`src/rtl/seq_pipe_add2_join_if.sv`:
```
// Operand-join bus: two val/rdy operand producers, one paired-operand consumer
// and the running pair counter.
interface seq_pipe_add2_join_if;
    localparam int unsigned DW   = 8;
    localparam int unsigned CNTW = 16;

    logic            in0_val;
    logic            in0_rdy;
    logic [DW-1:0]   in0;
    logic            in1_val;
    logic            in1_rdy;
    logic [DW-1:0]   in1;
    logic            out_val;
    logic            out_rdy;
    logic [DW-1:0]   out0;
    logic [DW-1:0]   out1;
    logic [CNTW-1:0] pairs;

    // Producer/consumer side (drives operands, accepts pairs)
    modport master (
        output in0_val, in0, in1_val, in1, out_rdy,
        input  in0_rdy, in1_rdy, out_val, out0, out1, pairs
    );

    // Join side
    modport slave (
        input  in0_val, in0, in1_val, in1, out_rdy,
        output in0_rdy, in1_rdy, out_val, out0, out1, pairs
    );
endinterface

```
`src/rtl/seq_pipe_add2_join.sv`:
```
// Operand-join stage ahead of the 8-bit pipelined adder: buffers each operand
// stream in its own circular FIFO and presents head-of-line pairs, driving
// zeros whenever no complete pair is available.

// Single-channel circular FIFO without bypass; head is read from storage.
module seq_pipe_add2_join_fifo #(
    parameter int unsigned DEPTH = 2,
    parameter int unsigned DW    = 8
) (
    input  logic          clk,
    input  logic          reset,
    input  logic          i_enq_val,
    input  logic [DW-1:0] i_enq_data,
    output logic          o_enq_rdy,
    input  logic          i_deq,
    output logic [DW-1:0] o_head,
    output logic          o_nonempty
);
    localparam int unsigned PW = $clog2(DEPTH);
    localparam int unsigned CW = PW + 1;

    logic [DW-1:0] r_mem [DEPTH];
    logic [PW-1:0] r_wptr;
    logic [PW-1:0] r_rptr;
    logic [CW-1:0] r_count;
    logic          w_enq;

    // Ready depends only on this FIFO's own fullness
    assign o_enq_rdy  = (r_count != CW'(DEPTH));
    assign w_enq      = i_enq_val & o_enq_rdy;
    assign o_nonempty = (r_count != '0);
    assign o_head     = r_mem[r_rptr];

    // Operand storage; not reset since the occupancy count qualifies it
    always_ff @(posedge clk) begin
        if (!reset && w_enq) begin
            r_mem[r_wptr] <= i_enq_data;
        end
    end

    // Pointers and occupancy; reset wins over any same-cycle transfer
    always_ff @(posedge clk) begin
        if (reset) begin
            r_wptr  <= '0;
            r_rptr  <= '0;
            r_count <= '0;
        end else begin
            if (w_enq) begin
                r_wptr <= r_wptr + PW'(1);
            end
            if (i_deq) begin
                r_rptr <= r_rptr + PW'(1);
            end
            case ({w_enq, i_deq})
                2'b10:   r_count <= r_count + CW'(1);
                2'b01:   r_count <= r_count - CW'(1);
                default: r_count <= r_count;
            endcase
        end
    end
endmodule

// Join top: pairs the k-th operand of each stream and counts transfers.
module seq_pipe_add2_join #(
    parameter int unsigned DEPTH = 2
) (
    input  logic                clk,
    input  logic                reset,
    seq_pipe_add2_join_if.slave bus
);
    localparam int unsigned DW   = 8;
    localparam int unsigned CNTW = 16;

    logic [DW-1:0]   w_head0;
    logic [DW-1:0]   w_head1;
    logic            w_ne0;
    logic            w_ne1;
    logic            w_out_val;
    logic            w_deq;
    logic            w_rdy0;
    logic            w_rdy1;
    logic [CNTW-1:0] r_pairs;

    // Both FIFOs pop together, so the pairing order can never drift
    assign w_out_val = w_ne0 & w_ne1;
    assign w_deq     = w_out_val & bus.out_rdy;

    seq_pipe_add2_join_fifo #(.DEPTH(DEPTH), .DW(DW)) u_fifo0 (
        .clk        (clk),
        .reset      (reset),
        .i_enq_val  (bus.in0_val),
        .i_enq_data (bus.in0),
        .o_enq_rdy  (w_rdy0),
        .i_deq      (w_deq),
        .o_head     (w_head0),
        .o_nonempty (w_ne0)
    );

    seq_pipe_add2_join_fifo #(.DEPTH(DEPTH), .DW(DW)) u_fifo1 (
        .clk        (clk),
        .reset      (reset),
        .i_enq_val  (bus.in1_val),
        .i_enq_data (bus.in1),
        .o_enq_rdy  (w_rdy1),
        .i_deq      (w_deq),
        .o_head     (w_head1),
        .o_nonempty (w_ne1)
    );

    // Count of completed pair transfers, wrapping naturally at 16 bits
    always_ff @(posedge clk) begin
        if (reset) begin
            r_pairs <= '0;
        end else if (w_deq) begin
            r_pairs <= r_pairs + CNTW'(1);
        end
    end

    // The adder registers every cycle, so idle cycles must present zeros
    assign bus.in0_rdy = w_rdy0;
    assign bus.in1_rdy = w_rdy1;
    assign bus.out_val = w_out_val;
    assign bus.out0    = w_out_val ? w_head0 : '0;
    assign bus.out1    = w_out_val ? w_head1 : '0;
    assign bus.pairs   = r_pairs;
endmodule
```
`src/flat_wrapper.sv`:
```
// flat-port wrapper written by rule: the top's interface ports become plain ports
module seq_pipe_add2_join_flat 
#(
    parameter int unsigned DEPTH = 2
)
  (clk, reset, bus_in0_val, bus_in0, bus_in1_val, bus_in1, bus_out_rdy, bus_in0_rdy, bus_in1_rdy, bus_out_val, bus_out0, bus_out1, bus_pairs);
  seq_pipe_add2_join_if bus_i ();
  input  logic clk;
  input  logic reset;
  input wire logic [$bits(bus_i.in0_val)-1:0] bus_in0_val;
  input wire logic [$bits(bus_i.in0)-1:0] bus_in0;
  input wire logic [$bits(bus_i.in1_val)-1:0] bus_in1_val;
  input wire logic [$bits(bus_i.in1)-1:0] bus_in1;
  input wire logic [$bits(bus_i.out_rdy)-1:0] bus_out_rdy;
  output wire logic [$bits(bus_i.in0_rdy)-1:0] bus_in0_rdy;
  output wire logic [$bits(bus_i.in1_rdy)-1:0] bus_in1_rdy;
  output wire logic [$bits(bus_i.out_val)-1:0] bus_out_val;
  output wire logic [$bits(bus_i.out0)-1:0] bus_out0;
  output wire logic [$bits(bus_i.out1)-1:0] bus_out1;
  output wire logic [$bits(bus_i.pairs)-1:0] bus_pairs;
  assign bus_i.in0_val = bus_in0_val;
  assign bus_i.in0 = bus_in0;
  assign bus_i.in1_val = bus_in1_val;
  assign bus_i.in1 = bus_in1;
  assign bus_i.out_rdy = bus_out_rdy;
  assign bus_in0_rdy = bus_i.in0_rdy;
  assign bus_in1_rdy = bus_i.in1_rdy;
  assign bus_out_val = bus_i.out_val;
  assign bus_out0 = bus_i.out0;
  assign bus_out1 = bus_i.out1;
  assign bus_pairs = bus_i.pairs;
  seq_pipe_add2_join #(.DEPTH(DEPTH)) u_core (.clk(clk), .reset(reset), .bus(bus_i));
endmodule
```
`config.mk`:
```
export PLATFORM = sky130hd
export DESIGN_NAME = seq_pipe_add2_join_flat
export DESIGN_NICKNAME = d
export VERILOG_FILES = /design/src/rtl/seq_pipe_add2_join_if.sv /design/src/rtl/seq_pipe_add2_join.sv /design/src/flat_wrapper.sv
export SDC_FILE = /design/constraint.sdc
export NUM_CORES = 1
export LEC_CHECK = 0
export BUFFER_PORTS_ARGS = -buffer_cell sky130_fd_sc_hd__buf_2
export CORE_ASPECT_RATIO = 1.75
export CORE_MARGIN = 10
export CORE_UTILIZATION = 47
export CTS_CLUSTER_SIZE = 24
export DETAILED_ROUTE_END_ITERATION = 10
export PLACE_DENSITY = 0.74
export SYNTH_ARGS = -nofsm -noshare
export SYNTH_HDL_FRONTEND = slang
export SYNTH_SLANG_ARGS = --single-unit
```
`constraint.sdc`:
```
create_clock -name clk -period 1.9 [get_ports clk]
set_clock_uncertainty 0.2 [all_clocks]
set_input_delay 0.38 -clock clk [delete_from_list [all_inputs] [get_ports clk]]
set_output_delay 0.38 -clock clk [all_outputs]
set_load 0.02 [all_outputs]
```
==> results.sh, run 1 <==
export IMPL_drv_slew=0
export IMPL_syn_nets=225
export IMPL_cpMaxStageDelayCell="dfxtp_4"
export IMPL_synth_top_area_share_pct=40.4
export IMPL_dp_slack_ps=52.5
export IMPL_met3_usage_pct=3.47
export IMPL_cp_required_ps=1320
export IMPL_grt_busiest_layer="met2"
export IMPL_vias_per_cell=5.08
export IMPL_r2r_end="u_core.bus.pairs[8]"
export IMPL_cellLeakagePower_nw=1.24
export IMPL_synth_cells=201
export IMPL_die_height_um=114
export IMPL_worstReg2RegStart="u_core.bus.pairs[0]"
export IMPL_final_util_pct=63.8
export IMPL_synthAdderAreaFrac_pct=1.58
export IMPL_area_growth_pct=32.3
export IMPL_vias=1691
export IMPL_critPathCaptureType="primary output"
export IMPL_hold_viol=0
export IMPL_synth_common_cells="nor2_1 (40), edfxtp_1 (32), dfxtp_1 (26)"
export IMPL_drive_gt1_share_pct=43.0
export IMPL_post_route_min_period_ps=1890
export IMPL_worst_setup_path_type="reg2out"
export IMPL_crit_start="u_core.u_fifo1.r_count[1]"
export IMPL_powerDensity_nw_per_um2=1090
export IMPL_period_share_pct=99.4
export IMPL_crit_buf_inv=2
export IMPL_num_rows=34
export IMPL_yosysWarnings=0
export IMPL_holdCritPathClass="in2reg"
export IMPL_start_util_pct=48.2
export IMPL_status="finished, final reports clean"
export IMPL_yosysTopAreaCell="edfxtp_1"
export IMPL_cts_sinks=58
export IMPL_irDropWorstVdd_mv=0.755
export IMPL_synth_xor_area_share_pct=6.62
export IMPL_worstMarginPinSlew_ps=360
export IMPL_grt_util_all_layers_pct=12.1
export IMPL_pin_count=56
export IMPL_place_area_um2=2840
export IMPL_relSlewSlack_pct=75.8
export IMPL_dieArea_um2=8420
export IMPL_ff2ff_setup_slack_ps=60
export IMPL_synthMostInstantiatedCell="nor2_1"
export IMPL_met2_usage_pct=21.0
export IMPL_path_clk_slew_ps=60
export IMPL_synth_distinct_cells=34
export IMPL_synth_edf_count=32
export IMPL_die_width_um=73.8
export IMPL_min_delay_start="bus_in0[3]"
export IMPL_cp_max_fo=5
export IMPL_synth_seq_cells=58
export IMPL_r2r_cells=5
export IMPL_grt_pass1_wl_um=7900
export IMPL_drv_cap=0
export IMPL_dr_first_iter_drc_count=47
export IMPL_antenna_found_initial=0
export IMPL_synth_compound_area_share_pct=2.89
export IMPL_whs_endpoint="u_core.u_fifo0.r_mem[0][3]"
export IMPL_setup_viol=0
export IMPL_fin_area_um2=3150
export IMPL_cts_root_buf="clkbuf_8"
export IMPL_cp_slowest_stage_delay_ps=370
export IMPL_clk_latency_ps=330
export IMPL_ys_async_sr_fraction_pct=0
export IMPL_core_um2=4930
export IMPL_grt_max_degree=20
export IMPL_critical_path_top_delay_family="flip-flops"
export IMPL_seq_area_frac_synth_pct=62.3
export IMPL_htreeDepth=3
export IMPL_gr_usage_met1_pct=11.8
export IMPL_finalWirelength_um=5040
export IMPL_hold_depth=1
export IMPL_wl_per_cell_um=15.1
export IMPL_drc=0
export IMPL_dp_hpwl_um=3660
export IMPL_antenna_left=0
export IMPL_synthFlopType="edfxtp_1"
export IMPL_netlist_top_cells_area="edfxtp_1 (40%), dfxtp_1 (22%), mux2i_1 (6.7%), nor2_1 (6.3%), xnor2_1 (3.7%)"
export IMPL_synth_area_mux_share_pct=8.15
export IMPL_cts_tree="built"
export IMPL_portBuffers=55
export IMPL_rsz0062_at_grt="yes"
export IMPL_setup_slack_ps=11.7
export IMPL_n_antenna_cell=0
export IMPL_nets=299
export IMPL_grt_pass1_vias=1798
export IMPL_cts_made_buffers=9
export IMPL_place_congestion=0.777
export IMPL_cts_setup_buffers=0
export IMPL_synth_simple_area_share_pct=16.4
export IMPL_arrival_ps=1310
export IMPL_avgSynthCellArea_um2=11.8
export IMPL_critPathLaunchType="flop"
export IMPL_synth_top_family_by_area="simple AND/OR/NAND/NOR gates"
export IMPL_grt_overflow=0
export IMPL_dr_pass1_iters=4
export IMPL_clock_path_buffers=2
export IMPL_ctsHoldBuffers=0
export IMPL_netlist_area_um2=2380
export IMPL_path_cells="o22ai_4 -> buf_4 -> nor2_1 -> buf_2"
export IMPL_finalPower_mw=3.42
export IMPL_max_freq_mhz=530
power by group:
group / internal [mW] / switching, mW / total [mW]
registers: 1.46 / 0.129 / 1.59
logic: 0.384 / 0.435 / 0.819
clock network: 0.589 / 0.420 / 1.01
timing repair:
action,4_1_cts,5_1_grt
gates cloned,1,1
resized for setup,12,28
endpoints found under the setup margin,17,16
pin swaps,1,0
per-stage QoR:
step	hold WS (ps)	setup TNS, ps	cells
floorplan	279	0	201
global placement	270	0	316
finish	42.6	0	333
global route	32.6	-524	333
detailed placement	282	0	316
CTS	29.0	-3.01	332
cells in the final DEF (no fill, tap or decap), drive strengths merged:
cell type / instances
nor3b: 2
dfxtp: 26
or3: 4
nor3: 5
edfxtp: 32
buf: 71
nand3: 5
o221ai: 1
and2: 1
bufinv: 1
nand4: 3
a21oi: 5
o22ai: 1
ha: 3
clkinv: 3
and3: 1
mux2i: 16
nor2: 40
o31ai: 1
mux2: 3
o21ai: 3
clkbuf: 11
xor2: 8
nand2: 9
nor4: 2
xnor2: 10
inv: 5
nor2b: 3
nand2b: 2
or4b: 1
or4: 1
layer usage:
metal | share of wire [%] | wire length [µm]
met5 | 0 | 0
met2 | 55 | 2770
met1 | 37 | 1860
met3 | 5.8 | 294
met4 | 2.4 | 119
worst max path at each step:
stage / endpoint / slack (ps) / cells past startpoint
3_5_place_dp: u_core.u_fifo1.r_count[1] / 50 / 5
6_report: bus_out0[4] / 10 / 4
4_1_cts: bus_out1[0] / -3 / 4
3_3_place_gp: u_core.bus.pairs[8] / 110 / 5
2_1_floorplan: u_core.u_fifo1.r_count[1] / 20 / 6
5_1_grt: bus_out1[2] / -50 / 4
worst reg2reg max path: stages, from the launching register on:
cell and delay, ps:
dfxtp_2 360, ha_1 160, and2_1 200, or4b_2 610, xor2_1 150, nor2_1 50
flip-flops by register name, summed over array words and instances, names as in the netlist, named ones only:
signal,cells
u_core.u_fifo1.r_count,2
u_core.u_fifo1.r_wptr,1
u_core.bus.pairs,16
u_core.u_fifo1.r_mem,16
u_core.u_fifo0.r_count,2
u_core.u_fifo0.r_rptr,1
u_core.u_fifo0.r_mem,16
u_core.u_fifo1.r_rptr,1
u_core.u_fifo0.r_wptr,1
logic make-up (layout without fill, tap and decap cells):
logic type      Yosys count  after routing
simple gates             79             79
compound gates           11             11
mux                      19             19
flops                    58             58
buf+inv                  13             91
fa+ha+maj                 3              3
xor+xnor                 18             18
cell type report:
cell class	count	area, µm²
flip-flops and latches	58	1510
fillers	390	1790
well taps	54	67.6
multi-input cells	130	933
clock inverters	4	43.8
repair buffers	71	445
clock buffers	11	131
inverters	5	21.3
No activity file was read; power rests on OpenSTA's default activity.
==> inputs of run 2 (changes only) <==
==> constraint.sdc (replaced) <==
create_clock -name clk -period 1.9 [get_ports clk]
set_clock_uncertainty 0.2 [all_clocks]
set_input_delay 0.095 -clock clk [delete_from_list [all_inputs] [get_ports clk]]
set_output_delay 0.095 -clock clk [all_outputs]
set_load 0.02 [all_outputs]
==> run 2 against run 1 <==
Effect of this change:
- worst hold slack gained 9.9 ps
- sequential share of layout area shrank 0.92 points
- register-to-register slack is essentially flat
- die area is the same
- critical path depth grew 1
- combinational power shrank 11%
- global-route usage grew 0.15 points
- clock power shrank 9%
- power shrank 6.4%
- highest routed layer unchanged
==> results.sh, run 2 (same netlist as run 1, synthesis figures left out) <==
export IMPL_status="finished, final reports clean"
export IMPL_antenna_found_initial=0
export IMPL_pin_count=56
export IMPL_finalWirelength_um=4940
export IMPL_cpMaxStageDelayCell="or4b_2"
export IMPL_antenna_left=0
export IMPL_final_common_cell="buf_2"
export IMPL_final_util_pct=64.4
export IMPL_portBuffers=55
export IMPL_num_rows=34
export IMPL_rsz0062_at_grt="yes"
export IMPL_crit_start="u_core.bus.pairs[0]"
export IMPL_vias_per_cell=4.99
export IMPL_drc=0
export IMPL_cp_required_ps=1910
export IMPL_setup_viol=0
export IMPL_grt_overflow=0
export IMPL_place_congestion=0.747
export IMPL_drive_gt1_share_pct=35.3
export IMPL_path_cells="ha_1 -> and2_1 -> or4b_2 -> xor2_1 -> nor2_1"
export IMPL_period_share_pct=96.2
export IMPL_critPathCaptureType="flop"
export IMPL_cts_made_buffers=9
export IMPL_worstReg2RegStart="u_core.bus.pairs[0]"
export IMPL_die_height_um=114
export IMPL_grt_max_degree=19
export IMPL_nets=314
export IMPL_grt_util_all_layers_pct=12.2
export IMPL_route_met2_wl_um=2720
export IMPL_dr_first_iter_drc_count=78
export IMPL_arrival_ps=1830
export IMPL_core_um2=4930
export IMPL_drv_slew=0
export IMPL_cts_sinks=58
export IMPL_dp_cells=315
export IMPL_cts_tree="built"
export IMPL_cts_root_buf="clkbuf_8"
export IMPL_top_layer="met4"
export IMPL_worstMarginPinSlew_ps=468
export IMPL_wl_met1_um=1840
export IMPL_relSlewSlack_pct=68.8
export IMPL_n_antenna_cell=0
export IMPL_crit_buf_inv=0
export IMPL_irDropWorstVdd_mv=0.690
export IMPL_holdCritPathClass="in2reg"
export IMPL_stdcell_count=349
export IMPL_wl_met3_um=295
export IMPL_grt_pass1_wl_um=8130
export IMPL_grt_pass1_vias=1829
export IMPL_mostFrequentLayoutCells="buf_2 (55), nor2_1 (40), edfxtp_1 (32), dfxtp_1 (18), dlygate4sd3_1 (18)"
export IMPL_area_growth_pct=33.6
export IMPL_powerDensity_nw_per_um2=1010
export IMPL_dieArea_um2=8420
export IMPL_start_util_pct=48.2
export IMPL_clock_path_buffers=2
export IMPL_cp_max_fo=4
export IMPL_die_width_um=73.8
export IMPL_fin_tns_setup_ps=0
export IMPL_fill_cells=411
export IMPL_dr_pass1_iters=4
export IMPL_critical_path_top_delay_family="simple AND/OR/NAND/NOR gates"
export IMPL_post_route_min_period_ps=1830
export IMPL_cp_slowest_stage_delay_ps=610
export IMPL_max_freq_mhz=547
export IMPL_cellLeakagePower_nw=1.28
export IMPL_hold_viol=0
export IMPL_htreeDepth=3
export IMPL_critPathLaunchType="flop"
export IMPL_fin_area_um2=3180
export IMPL_wl_per_cell_um=14.2
export IMPL_place_area_um2=2830
export IMPL_worst_setup_path_type="reg2reg"
export IMPL_vias=1741
export IMPL_dp_hpwl_um=3570
export IMPL_min_delay_start="bus_in0_val"
export IMPL_drv_cap=0
export IMPL_dp_slack_ps=71.9
export IMPL_clk_latency_ps=320
export IMPL_path_clk_slew_ps=60
export IMPL_setup_slack_ps=71.5
==> run 2: report_power, final <==
group	leakage [nW]	internal, mW	switching (mW)	total [mW]
registers	0.508	1.45	0.102	1.55
clock network	0.0852	0.495	0.423	0.918
logic	0.690	0.327	0.406	0.733
==> run 2: layer usage <==
| metal | vias up | global-route usage, % |
|---|---|---|
| met5 | - | 0 |
| met4 | 0 | 6.37 |
| met3 | 8 | 3.82 |
| met2 | 42 | 21.2 |
| met1 | 818 | 12.4 |
| li1 | 873 | - |
==> run 2: tightest hold or removal path, stage by stage <==
cell and delay (ps):
buf_2 100, nand2_1 80, buf_4 130, xor2_1 60, nor2_1 70
==> run 2: final timing paths <==
check                               end  slack [ps]  cells past startpoint
hold reg to reg     u_core.bus.pairs[1]         280                      2
hold / removal    u_core.u_fifo0.r_wptr          50                      5
setup / recovery    u_core.bus.pairs[8]          70                      5
setup reg to reg    u_core.bus.pairs[8]          70                      5
==> run 2: cell type report <==
cell class              instances  area [µm²]  share of cell area [%]
inverters                       5        21.3                   0.669
well taps                      54        67.6                    2.13
multi-input cells             130         883                    27.8
clock buffers                  12         145                    4.57
repair buffers                 86         553                    17.4
flip-flops and latches         58        1490                    46.9
clock inverters                 4        17.5                   0.551
==> run 2: repair_timing <==
action | CTS | global route
buffers inserted | 0 | 0
hold buffers | 18 | 0
setup endpoints to repair | 0 | 3
resized for setup | 0 | 2
hold endpoints to repair | 38 | 0
==> run 2: stage by stage <==
stage,power (mW),hold WS (ps)
after floorplan,2.04,-6.13
after global placement,2.27,82.3
after detailed placement,2.29,89.2
after CTS,3.24,49.8
after global routing,3.39,70.4
final,3.20,52.5
